[config.mk]
export PLATFORM = sky130hd
export DESIGN_NAME = lsu_bridge
export DESIGN_NICKNAME = d
export VERILOG_FILES = /design/src/rtl/lsu_pkg.sv /design/src/rtl/lsu_byte_lane.sv /design/src/rtl/lsu_bridge.sv
export SDC_FILE = /design/constraint.sdc
export NUM_CORES = 1
export LEC_CHECK = 0
export CAP_MARGIN = 20
export CORE_UTILIZATION = 47
export DETAILED_ROUTE_END_ITERATION = 12
export GPL_TIMING_DRIVEN = 0
export PLACE_DENSITY = 0.95
export SLEW_MARGIN = 20
export SYNTH_ARGS = -nofsm -noshare
export SYNTH_HDL_FRONTEND = slang
export SYNTH_SLANG_ARGS = --single-unit
[constraint.sdc]
create_clock -name clk -period 6.61 [get_ports clk]
set_input_delay 1.322 -clock clk [delete_from_list [all_inputs] [get_ports clk]]
set_output_delay 1.322 -clock clk [all_outputs]
set_load 0.1 [all_outputs]
[src/rtl/lsu_pkg.sv]
// Shared definitions for the load/store bridge: FSM encodings, default timeout
// and the value returned on a bus error.
package lsu_pkg;

    typedef logic [1:0] lsu_state_t;

    localparam lsu_state_t ST_IDLE = 2'd0;
    localparam lsu_state_t ST_REQ  = 2'd1;
    localparam lsu_state_t ST_DONE = 2'd2;

    localparam int unsigned DEFAULT_TIMEOUT = 255;
    localparam logic [31:0] ERR_RDATA       = 32'h0;

endpackage

[src/rtl/lsu_byte_lane.sv]
// Byte-lane steering between the core and a 32-bit bus: lane enables, store
// data replication and load byte selection with zero extension.
module lsu_byte_lane (
    input  logic        byte_i,
    input  logic [1:0]  addr_lo_i,
    input  logic [31:0] wdata_i,
    input  logic [31:0] rdata_i,
    output logic [3:0]  be_o,
    output logic [31:0] wdata_o,
    output logic [31:0] rdata_o
);

    always_comb begin
        be_o    = '1;
        wdata_o = wdata_i;
        rdata_o = rdata_i;
        if (byte_i) begin
            be_o    = 4'b0001 << addr_lo_i;
            wdata_o = {4{wdata_i[7:0]}};
            case (addr_lo_i)
                2'd0:    rdata_o = {24'h0, rdata_i[7:0]};
                2'd1:    rdata_o = {24'h0, rdata_i[15:8]};
                2'd2:    rdata_o = {24'h0, rdata_i[23:16]};
                default: rdata_o = {24'h0, rdata_i[31:24]};
            endcase
        end
    end

endmodule

[src/rtl/lsu_bridge.sv]
// Load/store bridge from the single-cycle core datapath to a req/ack memory bus.
// Byte accesses are honoured only when LSU_BYTE_ACCESS_EN is defined.
module lsu_bridge
    import lsu_pkg::*;
#(
    parameter int unsigned TIMEOUT_CYC = DEFAULT_TIMEOUT
) (
    input  logic        clk,
    input  logic        reset,
    input  logic        MemReq,
    input  logic        MemWrite,
    input  logic        ByteEn,
    input  logic [31:0] Addr,
    input  logic [31:0] WriteData,
    output logic [31:0] ReadData,
    output logic        Stall,
    output logic        BusErr,
    output logic        bus_req,
    output logic        bus_we,
    output logic [31:0] bus_addr,
    output logic [31:0] bus_wdata,
    output logic [3:0]  bus_be,
    input  logic        bus_ack,
    input  logic [31:0] bus_rdata
);

    localparam logic [15:0] TMO = 16'(TIMEOUT_CYC);

    lsu_state_t  state_q, state_d;
    logic [31:0] addr_q, addr_d;
    logic [31:0] wdata_q, wdata_d;
    logic        we_q, we_d;
    logic        byte_q, byte_d;
    logic [15:0] cnt_q, cnt_d;
    logic [31:0] rdata_q, rdata_d;
    logic        err_q, err_d;

    logic        byte_eff;
    logic        misaligned;
    logic [3:0]  lane_be;
    logic [31:0] lane_wdata;
    logic [31:0] lane_rdata;

`ifdef LSU_BYTE_ACCESS_EN
    assign byte_eff = ByteEn;
`else
    logic unused_byteen;
    assign unused_byteen = ByteEn;
    assign byte_eff      = 1'b0;
`endif

    assign misaligned = !byte_eff && (Addr[1:0] != 2'b00);

    lsu_byte_lane u_lane (
        .byte_i    (byte_q),
        .addr_lo_i (addr_q[1:0]),
        .wdata_i   (wdata_q),
        .rdata_i   (bus_rdata),
        .be_o      (lane_be),
        .wdata_o   (lane_wdata),
        .rdata_o   (lane_rdata)
    );

    always_comb begin
        state_d = state_q;
        addr_d  = addr_q;
        wdata_d = wdata_q;
        we_d    = we_q;
        byte_d  = byte_q;
        cnt_d   = cnt_q;
        rdata_d = rdata_q;
        err_d   = 1'b0;
        case (state_q)
            ST_IDLE: begin
                if (MemReq) begin
                    addr_d  = Addr;
                    wdata_d = WriteData;
                    we_d    = MemWrite;
                    byte_d  = byte_eff;
                    // Misaligned word accesses skip the bus and report in DONE.
                    if (misaligned) begin
                        state_d = ST_DONE;
                        err_d   = 1'b1;
                    end else begin
                        state_d = ST_REQ;
                        cnt_d   = '0;
                    end
                end
            end
            ST_REQ: begin
                if (bus_ack) begin
                    if (!we_q) rdata_d = lane_rdata;
                    state_d = ST_DONE;
                end else if (cnt_q + 16'd1 == TMO) begin
                    rdata_d = ERR_RDATA;
                    err_d   = 1'b1;
                    state_d = ST_DONE;
                end else begin
                    cnt_d = cnt_q + 16'd1;
                end
            end
            ST_DONE: state_d = ST_IDLE;
            default: state_d = ST_IDLE;
        endcase
    end

    always_ff @(posedge clk or negedge reset) begin
        if (!reset) begin
            state_q <= ST_IDLE;
            addr_q  <= '0;
            wdata_q <= '0;
            we_q    <= 1'b0;
            byte_q  <= 1'b0;
            cnt_q   <= '0;
            rdata_q <= '0;
            err_q   <= 1'b0;
        end else begin
            state_q <= state_d;
            addr_q  <= addr_d;
            wdata_q <= wdata_d;
            we_q    <= we_d;
            byte_q  <= byte_d;
            cnt_q   <= cnt_d;
            rdata_q <= rdata_d;
            err_q   <= err_d;
        end
    end

    always_comb begin
        case (state_q)
            ST_IDLE: Stall = MemReq;
            ST_REQ:  Stall = 1'b1;
            default: Stall = 1'b0;
        endcase
    end

    assign bus_req   = (state_q == ST_REQ);
    assign bus_we    = bus_req && we_q;
    assign bus_be    = bus_req ? lane_be : '0;
    assign bus_addr  = {addr_q[31:2], 2'b00};
    assign bus_wdata = lane_wdata;
    assign ReadData  = rdata_q;
    assign BusErr    = err_q;

endmodule

**Yosys cells after proc, flatten, opt, wreduce, memory -nomap -nowiden**

Index checks and enable logic that the tools add are counted.

- $add $sub $neg: 1
- Eq/ne operators: 8
- Multiplexer cells: 20
- Reduce and logical (&&, ||, !) cells: 9

Operators with widths:

| operator | number |
|---|---|
| 32-bit 2-to-1 mux | 3 |
| 16-bit 2-to-1 mux | 4 |
| 16-bit case mux with 2 select lines | 1 |
| 16-bit by 1-bit adder with 16-bit output (second input constant) | 1 |
| 16-bit by 8-bit equality test with 1-bit output (second input constant) | 1 |
| 2-bit != test (second input constant) | 5 |
| 2-bit 2-to-1 mux | 4 |
| 2-bit nonzero test | 3 |
| 5-bit AND reduction | 1 |
| 1-bit 2-to-1 mux | 4 |
| 4-bit 2-to-1 mux | 1 |
| 1-bit case mux with 2 select lines | 2 |
| 2-bit case mux with 2 select lines | 1 |
| 2-bit AND reduction | 2 |
| 3-bit by 1-bit != test with 1-bit output (second input constant) | 1 |
| 3-bit AND reduction | 1 |
| 2-bit by 1-bit equality test with 1-bit output (second input constant) | 1 |
| 2-bit logical NOT | 1 |
| 1-bit logical AND | 1 |

- Register bits after elaboration: 116
- Bits of input ports: 102
- Output and inout port bits: 104
- Logic and storage cells: 45

**Depth between registers and ports, before layout**

Gate-level depths: netlist (run 1).

- Word-level depth: 5
- Depth in mapped cells: 10
- Gate-level depth less buffers: 10

**Hierarchy**

Synthesis (run 1) repeated with hierarchy kept, for this count alone.

- Cell total of the unflattened synthesis: 659
- Area, all modules: 6582.6 um^2

By module, submodules not included:

| module | instances | cells each | area an instance (um^2) | sequential area each (um^2) |
|---|---|---|---|---|
| lsu_bridge | 1 | 520 | 5771.8 | 2902.8 |
| lsu_byte_lane | 1 | 139 | 810.8 | 0.0 |

**Worst setup path before layout (run 1)**

No wires, ideal clock.

- Kind: input -> output
- From: input port MemReq
- To: output port Stall
- Arrival time: 2.606 ns
- Required time: 5.288 ns
- Path slack: 2.682 ns
- Stages on the path: 2
- Buffers on the path: 0
- Cells stage by stage: nor2_1 > nor2_1

- Longest elaborated chain between the ends: 1

RTL lines:

| element | line | source |
|---|---|---|
| start, declared | lsu_bridge.sv:10 | `input logic MemReq,` |
| 1-bit case mux with 2 select lines | lsu_bridge.sv:130 | `case (state_q)` |
| end, declared | lsu_bridge.sv:16 | `output logic Stall,` |

Every way passes these cells.

**Worst setup path after layout (run 1)**

Same ends and word-level chain as after synthesis.

==> results by group, run 1 <==
Run status
  – Status: completed

Worst setup path
  – Critical path capture point: Stall
  – Worst setup SP type: input port
  – CP Max Fanout: 3
  – Crit path buffers/inverters: 2
  – Slowest stage cell, crit path: clkdlybuf4s50_1
  – Reg2reg start: cnt_q[1]$_DFFE_PN0P_
  – Flop-to-flop setup slack: approximately 3800 ps
  – Reg-to-Reg End: ReadData[4]$_DFFE_PN0P_
  – Critical path's top delay family: buffers and inverters
  – CP Data Required Time: about 5300 ps
  – CP endpoint kind: output port
  – Levels on crit path: 4
  – CP arrival: just over 3000 ps
  – CP Launch Point: MemReq
  – Cell Chain, Critical Path: clkdlybuf4s50_1, nor2_1, nor2_1, clkdlybuf4s50_1
  – CP Class: in2out
  – Slowest Stage Delay on Critical Path: between 1000 and 1500 ps
  – R2R depth: 10

Synthesis
  – Synth top area share: around 55%
  – Cells after synthesis: between 400 and 500
  – Synth top area cells: dfrtp_1, mux2_2, a22o_1
  – Ys flop type: dfrtp_1
  – Cell taking the most area after synthesis: dfrtp_1
  – Synth unique cells: 50
  – Yosys reg bits: around 110
  – Mapped Area: roughly 5200 um^2
  – Seq/Total Area, Yosys: a little under three fifths
  – Post-synth EDFFs: 0
  – YS warnings: 0
  – Post-synth ARST share: 100.0%
  – Syn avg cell area: approximately 13 um^2

Layout
  – # nets final: ~740
  – Share of cells above drive strength 1: 18.24%
  – Antenna Cells: 0
  – Layout area overhead: 52.81%
  – FILL cells: between 600 and 700

Placement
  – Post-DP HPWL: just over 10000 um
  – Routability cong.: 0.9338
  – Post-Place Setup Slack: approximately 2200 ps
  – Port buffer count: 201

STA
  – Worst Tran Pin Value: 1044 ps
  – Slew margin rel.: between 30% and 40%
  – Final Cycle Share: about two thirds
  – Hold Fails Final Rpt: 0
  – Endpoints failing setup: 0
  – Final worst setup slack: ~2200 ps
  – Clock Skew: 7.209 ps
  – Fmax: ~230 MHz
  – Final Slew Violations: 0
  – RSZ-0062 raised after global routing: no
  – Setup TNS: 0 ps
  – Minimum clock period: 4415 ps

Global routing
  – All-Layer GR Usage: approximately a quarter
  – Vias in the first global route: roughly 4.4k
  – Largest net degree at the start of global routing: 60
  – First-pass GRT wire length: approximately 23000 um
  – Initial antenna violation count: 0
  – Gr ovfl total: 0

Power and ir drop
  – Worst VDD drop: 0.3219 mV
  – P_leak: ~3.2 nW
  – Pwr Density: between 400 and 500 nW/um^2

Floorplanning
  – Die ar.: 11450 um^2
  – Starting Density: between 40 and 50%
  – Core Rows: 37
  – Die height: 107.0 um
  – Ports: 206
  – DIE WIDTH: roughly 110 um
  – Core ar.: 10510 um^2

CTS
  – CTS tree: built
  – CTS clk-pin slew, worst paths: ~60 ps
  – CTS Buf Count: 17
  – CTS Buffer Depth: 2
  – CTS sink count: 114
  – Clock Latency Late Sink: about 500 ps
  – Clock Tree Root: clkbuf_8
  – CTS resizes: 0
  – Htree depth: 4
  – CTS Hold Bufs: 0
  – Postcts setup bufs: 0

Route
  – 1st-iter DRT viols: between 300 and 400
  – First-pass iteration count of the detailed router: 5
  – WL/cell: 18.47 um
  – Antenna-violating nets left: 0
  – Routed via count: 4398
  – Via density: between 5 and 6
  – Final WL: between 10000 and 15000 um
  – Drc violations: 0

Min path
  – Worst hold path class: reg2reg

Flow run
  – Maxcap violations: 0
==> layout by cell type, fill, tap and decap left out, types with 3 or more instances in the layout <==
| cell type | netlist | final |
|---|---|---|
| o21ai_1 | 3 | 3 |
| clkdlybuf4s50_1 | 0 | 200 |
| mux2i_1 | 4 | 4 |
| buf_4 | 8 | 8 |
| buf_6 | 3 | 4 |
| mux2_2 | 64 | 64 |
| clkbuf_1 | 26 | 28 |
| o21ai_0 | 12 | 12 |
| a21oi_1 | 8 | 8 |
| inv_1 | 3 | 3 |
| clkbuf_16 | 0 | 16 |
| a22o_1 | 64 | 64 |
| a31oi_1 | 9 | 9 |
| nand3_1 | 9 | 9 |
| nor3b_1 | 3 | 3 |
| nor2_1 | 14 | 14 |
| clkinvlp_4 | 0 | 4 |
| buf_2 | 3 | 3 |
| nand4_1 | 5 | 5 |
| dfrtp_1 | 114 | 114 |
| o311ai_1 | 3 | 3 |
| nand2b_1 | 3 | 3 |
| nand2_1 | 15 | 15 |
| clkinv_2 | 0 | 6 |
| clkbuf_8 | 0 | 4 |
==> cell usage after synthesis (all sizes together), types with 5 or more instances <==
master  number
a21oi        8
a22o        64
a31oi        9
buf         14
clkbuf      26
dfrtp      114
mux2        64
nand2       15
nand3       11
nand4        5
nor2        14
o21ai       16
==> registers in the layout, indices dropped and copies added, names as in the netlist <==
register	count
BusErr	1
ReadData	32
addr_q	30
cnt_q	16
state_q	2
wdata_q	32
we_q	1
==> per-layer routing <==
| metal | vias up | share of wire, % | GRT usage, % |
|---|---|---|---|
| li1 | 2000 | - | - |
| met1 | 2174 | 41 | 31.67 |
| met2 | 195 | 51 | 44.93 |
| met3 | 29 | 6.7 | 6.505 |
| met4 | 0 | 1.5 | 7.926 |
| met5 | - | 0 | 0 |
==> power breakdown <==
group	internal (W)	switching [W]
clock network	0.000485	0.000310
logic	0.000487	0.00134
registers	0.000852	0.000104
==> worst min path at each step <==
| stage | from | end | slack (ps) | cells past startpoint |
|---|---|---|---|---|
| 2_1_floorplan | cnt_q[15]$_DFFE_PN0P_ | cnt_q[15]$_DFFE_PN0P_ | 500 | 1 |
| 3_3_place_gp | wdata_q[10]$_DFFE_PN0P_ | wdata_q[10]$_DFFE_PN0P_ | 490 | 1 |
| 3_5_place_dp | addr_q[17]$_DFFE_PN0P_ | addr_q[17]$_DFFE_PN0P_ | 490 | 1 |
| 4_1_cts | addr_q[17]$_DFFE_PN0P_ | addr_q[17]$_DFFE_PN0P_ | 510 | 1 |
| 5_1_grt | addr_q[17]$_DFFE_PN0P_ | addr_q[17]$_DFFE_PN0P_ | 520 | 1 |
| 6_report | addr_q[17]$_DFFE_PN0P_ | addr_q[17]$_DFFE_PN0P_ | 500 | 1 |
==> cells by family after synthesis <==
logic type      count (synthesis)  synth area share [%]
flops                         114                 55.03
compound gates                109                 16.75
mux                            68                 14.68
other cells                     1               0.07234
xor+xnor                        4                0.6760
simple gates                   70                 8.038
fa+ha+maj                       2                0.4827
buf+inv                        44                 4.272
==> through the flow <==
stage | hold WS, ps | utilization [%] | instances | total power [W] | cell area [um^2]
2_1_floorplan | 498.9 | - | 413 | 0.002319 | 5187
4_1_cts | 506.8 | 75.38 | 783 | 0.003591 | 7921
3_3_place_gp | 487.7 | 70.13 | 750 | 0.002753 | 7370
6_report | 503.9 | 75.38 | 783 | 0.003573 | 7921
3_5_place_dp | 493.9 | 70.40 | 751 | 0.002790 | 7398
5_1_grt | 516.4 | 75.38 | 783 | 0.003686 | 7921
==> final cells by class <==
type | instances | area (um^2) | share of cell area (%)
inverters | 4 | 15.01 | 0.1895
multi-input cells | 255 | 2113 | 26.68
well taps | 136 | 170.2 | 2.148
clock buffers | 22 | 462.9 | 5.844
clock inverters | 10 | 60.06 | 0.7582
repair buffers | 202 | 2041 | 25.76
flip-flops and latches | 114 | 2853 | 36.01
plain buffers | 40 | 206.4 | 2.606
Note: power is estimated with default switching activity, not from simulation.
==> run 2, diff against run 1 <==
--- a/config.mk
+++ b/config.mk
@@ -6,10 +6,10 @@
 export NUM_CORES = 1
 export LEC_CHECK = 0
 export CAP_MARGIN = 20
-export CORE_UTILIZATION = 47
+export CORE_UTILIZATION = 39
 export DETAILED_ROUTE_END_ITERATION = 12
 export GPL_TIMING_DRIVEN = 0
-export PLACE_DENSITY = 0.95
+export PLACE_DENSITY = 0.85
 export SLEW_MARGIN = 20
 export SYNTH_ARGS = -nofsm -noshare
 export SYNTH_HDL_FRONTEND = slang
==> constraint.sdc (replaced) <==
create_clock -name clk -period 3.7 [get_ports clk]
set_input_delay 0.74 -clock clk [delete_from_list [all_inputs] [get_ports clk]]
set_output_delay 0.74 -clock clk [all_outputs]
set_load 0.1 [all_outputs]
==> results by group, run 2 (same netlist as run 1, synthesis figures left out) <==
Power and ir drop
  – Overall Power: approximately 0.0065 W
  – Worst VDD drop: 0.3951 mV
  – P_leak: around 3.3 nW
  – Pwr Density: around 810 nW/um^2

STA
  – RSZ-0062 raised after global routing: no
  – Minimum clock period: 3567 ps
  – Slew margin rel.: between 30% and 40%
  – Endpoints failing setup: 0
  – Worst Tran Pin Value: 1030 ps
  – Final Cycle Share: 96.41%
  – Clock Skew: approximately 8.6 ps
  – Hold Fails Final Rpt: 0
  – Final Slew Violations: 0
  – Fmax: 280.3 MHz

Floorplanning
  – Die height: between 100 and 150 um
  – Ports: 206
  – Core Rows: 41
  – DIE WIDTH: ~120 um
  – Starting Density: between 40% and 50%
  – Core ar.: approximately 13000 um^2
  – Die ar.: roughly 14000 um^2

Worst setup path
  – Slowest stage cell, crit path: clkdlybuf4s50_1
  – CP Max Fanout: 10
  – CP Data Required Time: 2960 ps
  – Cell Chain, Critical Path: nand2b_1, clkbuf_1, inv_1, clkdlybuf4s50_1
  – CP endpoint kind: output port
  – Slowest Stage Delay on Critical Path: 1210 ps
  – CP Class: reg2out
  – CP arrival: approximately 2800 ps
  – Worst setup SP type: flip-flop

Layout
  – Commonest non-fill, non-tap cell in the layout: clkdlybuf4s50_1
  – Antenna Cells: 0
  – FILL cells: 990
  – Share of cells above drive strength 1: between 15 and 20%
  – Commonest cells after routing, fill and taps aside: clkdlybuf4s50_1, dfrtp_1, mux2_2, a22o_1, clkbuf_1
  – Layout area overhead: 54.89%
  – # nets final: ~740
  – Final instance area: 8029 um^2

Route
  – Drc violations: 0
  – Final WL: approximately 14000 um
  – Routed via count: between 4k and 5k
  – WL/cell: 17.56 um
  – Antenna-violating nets left: 0
  – 1st-iter DRT viols: between 200 and 250
  – Via density: 5.313
  – First-pass iteration count of the detailed router: 6

Global routing
  – All-Layer GR Usage: 21.10%
  – Gr ovfl total: 0
  – Largest net degree at the start of global routing: between 60 and 70
  – First-pass GRT wire length: around 22000 um
  – Initial antenna violation count: 0
  – Vias in the first global route: approximately 4.4k

Placement
  – Routability cong.: roughly 0.85
  – Port buffer count: about 200
  – DP Area: 7443 um^2
  – Post-DP HPWL: roughly 10000 um

Min path
  – Worst hold path class: in2async

CTS
  – CTS clk-pin slew, worst paths: around 60 ps
  – Clock Tree Root: clkbuf_16
  – CTS Hold Bufs: 0
  – CTS Buffer Depth: 2
  – Clock Latency Late Sink: ~400 ps
  – CTS Buf Count: 17
  – Postcts setup bufs: 0
  – CTS sink count: about 110
  – Htree depth: 4
  – CTS tree: built

Run status
  – Status: completed

Flow run
  – Maxcap violations: 0
==> run 2: cell types whose count changed in the layout (fill, tap and decap cells not counted), sizes merged <==
| cell | previous run | this run |
|---|---|---|
| clkdlybuf4s50 | 200 | 195 |
| bufinv | 0 | 2 |
| clkinvlp | 4 | 2 |
| dlymetal6s2s | 0 | 5 |
==> run 2: path summary, 6_finish.rpt <==
kind | start | endpoint | slack, ps | depth (start not counted)
max | state_q[1]$_DFFE_PN0P_ | bus_req | 130 | 4
min reg2reg | wdata_q[17]$_DFFE_PN0P_ | wdata_q[17]$_DFFE_PN0P_ | 500 | 1
min | reset | ReadData[1]$_DFFE_PN0P_ | 260 | 1
max in group asynchronous | reset | addr_q[17]$_DFFE_PN0P_ | 2750 | 2
max reg2reg | cnt_q[1]$_DFFE_PN0P_ | ReadData[4]$_DFFE_PN0P_ | 800 | 10
min in group clk | wdata_q[17]$_DFFE_PN0P_ | wdata_q[17]$_DFFE_PN0P_ | 500 | 1
==> run 2: layout make-up <==
type                       count  area [um^2]  area share (%)
timing repair buffer         202         2053           25.57
buffer                        40        206.4           2.571
clock buffer                  22        464.2           5.782
inverter                       4        15.01          0.1870
multi-input combinational    255         2113           26.32
tap                          172        215.2           2.680
clock inverter                10        108.9           1.356
sequential                   114         2853           35.53
==> run 2: repair_timing <==
item | 4_1_cts | 5_1_grt
hold endpoints to repair | 0 | 0
setup endpoints to repair | 0 | 5
gates resized for setup | 0 | 5
==> run 2: per-stage QoR <==
stage	setup WS (ps)	instances	setup TNS, ps	hold WS, ps	util (%)
6_report	133.0	819	0	261.0	62.86
3_3_place_gp	-2317	786	-263100	488.1	58.05
2_1_floorplan	625.4	413	0	444.4	-
5_1_grt	45.90	819	0	286.6	62.86
4_1_cts	26.86	819	0	276.9	62.76
3_5_place_dp	414.6	787	0	494.2	58.27
==> run 2: per-layer routing <==
metal	wire, um	GRT usage, %	vias up
met5	0	0	-
met3	1085	6.231	17
met1	5999	24.73	2175
met2	7113	36.67	168
li1	-	-	1991
met4	187	7.511	0
==> run 2: report_power, final <==
part | switching (W) | internal, W
clock network | 0.000552 | 0.00102
logic | 0.00238 | 0.000870
registers | 0.000181 | 0.00152
==> run 2: critical path: cells and delay by family, from the launching register on <==
kind	cells	cell delay [ps]
flip-flops	1	400
AND/OR/NAND/NOR	1	180
buffers and inverters	3	1840
==> run 3, diff against run 2 <==
--- a/config.mk
+++ b/config.mk
@@ -5,6 +5,7 @@
 export SDC_FILE = /design/constraint.sdc
 export NUM_CORES = 1
 export LEC_CHECK = 0
+export ABC_CLOCK_PERIOD_IN_PS = 3700
 export CAP_MARGIN = 20
 export CORE_UTILIZATION = 39
 export DETAILED_ROUTE_END_ITERATION = 12
==> results of run 3 <==
Same layout as run 2: the final DEF is identical, and so are final timing and power.
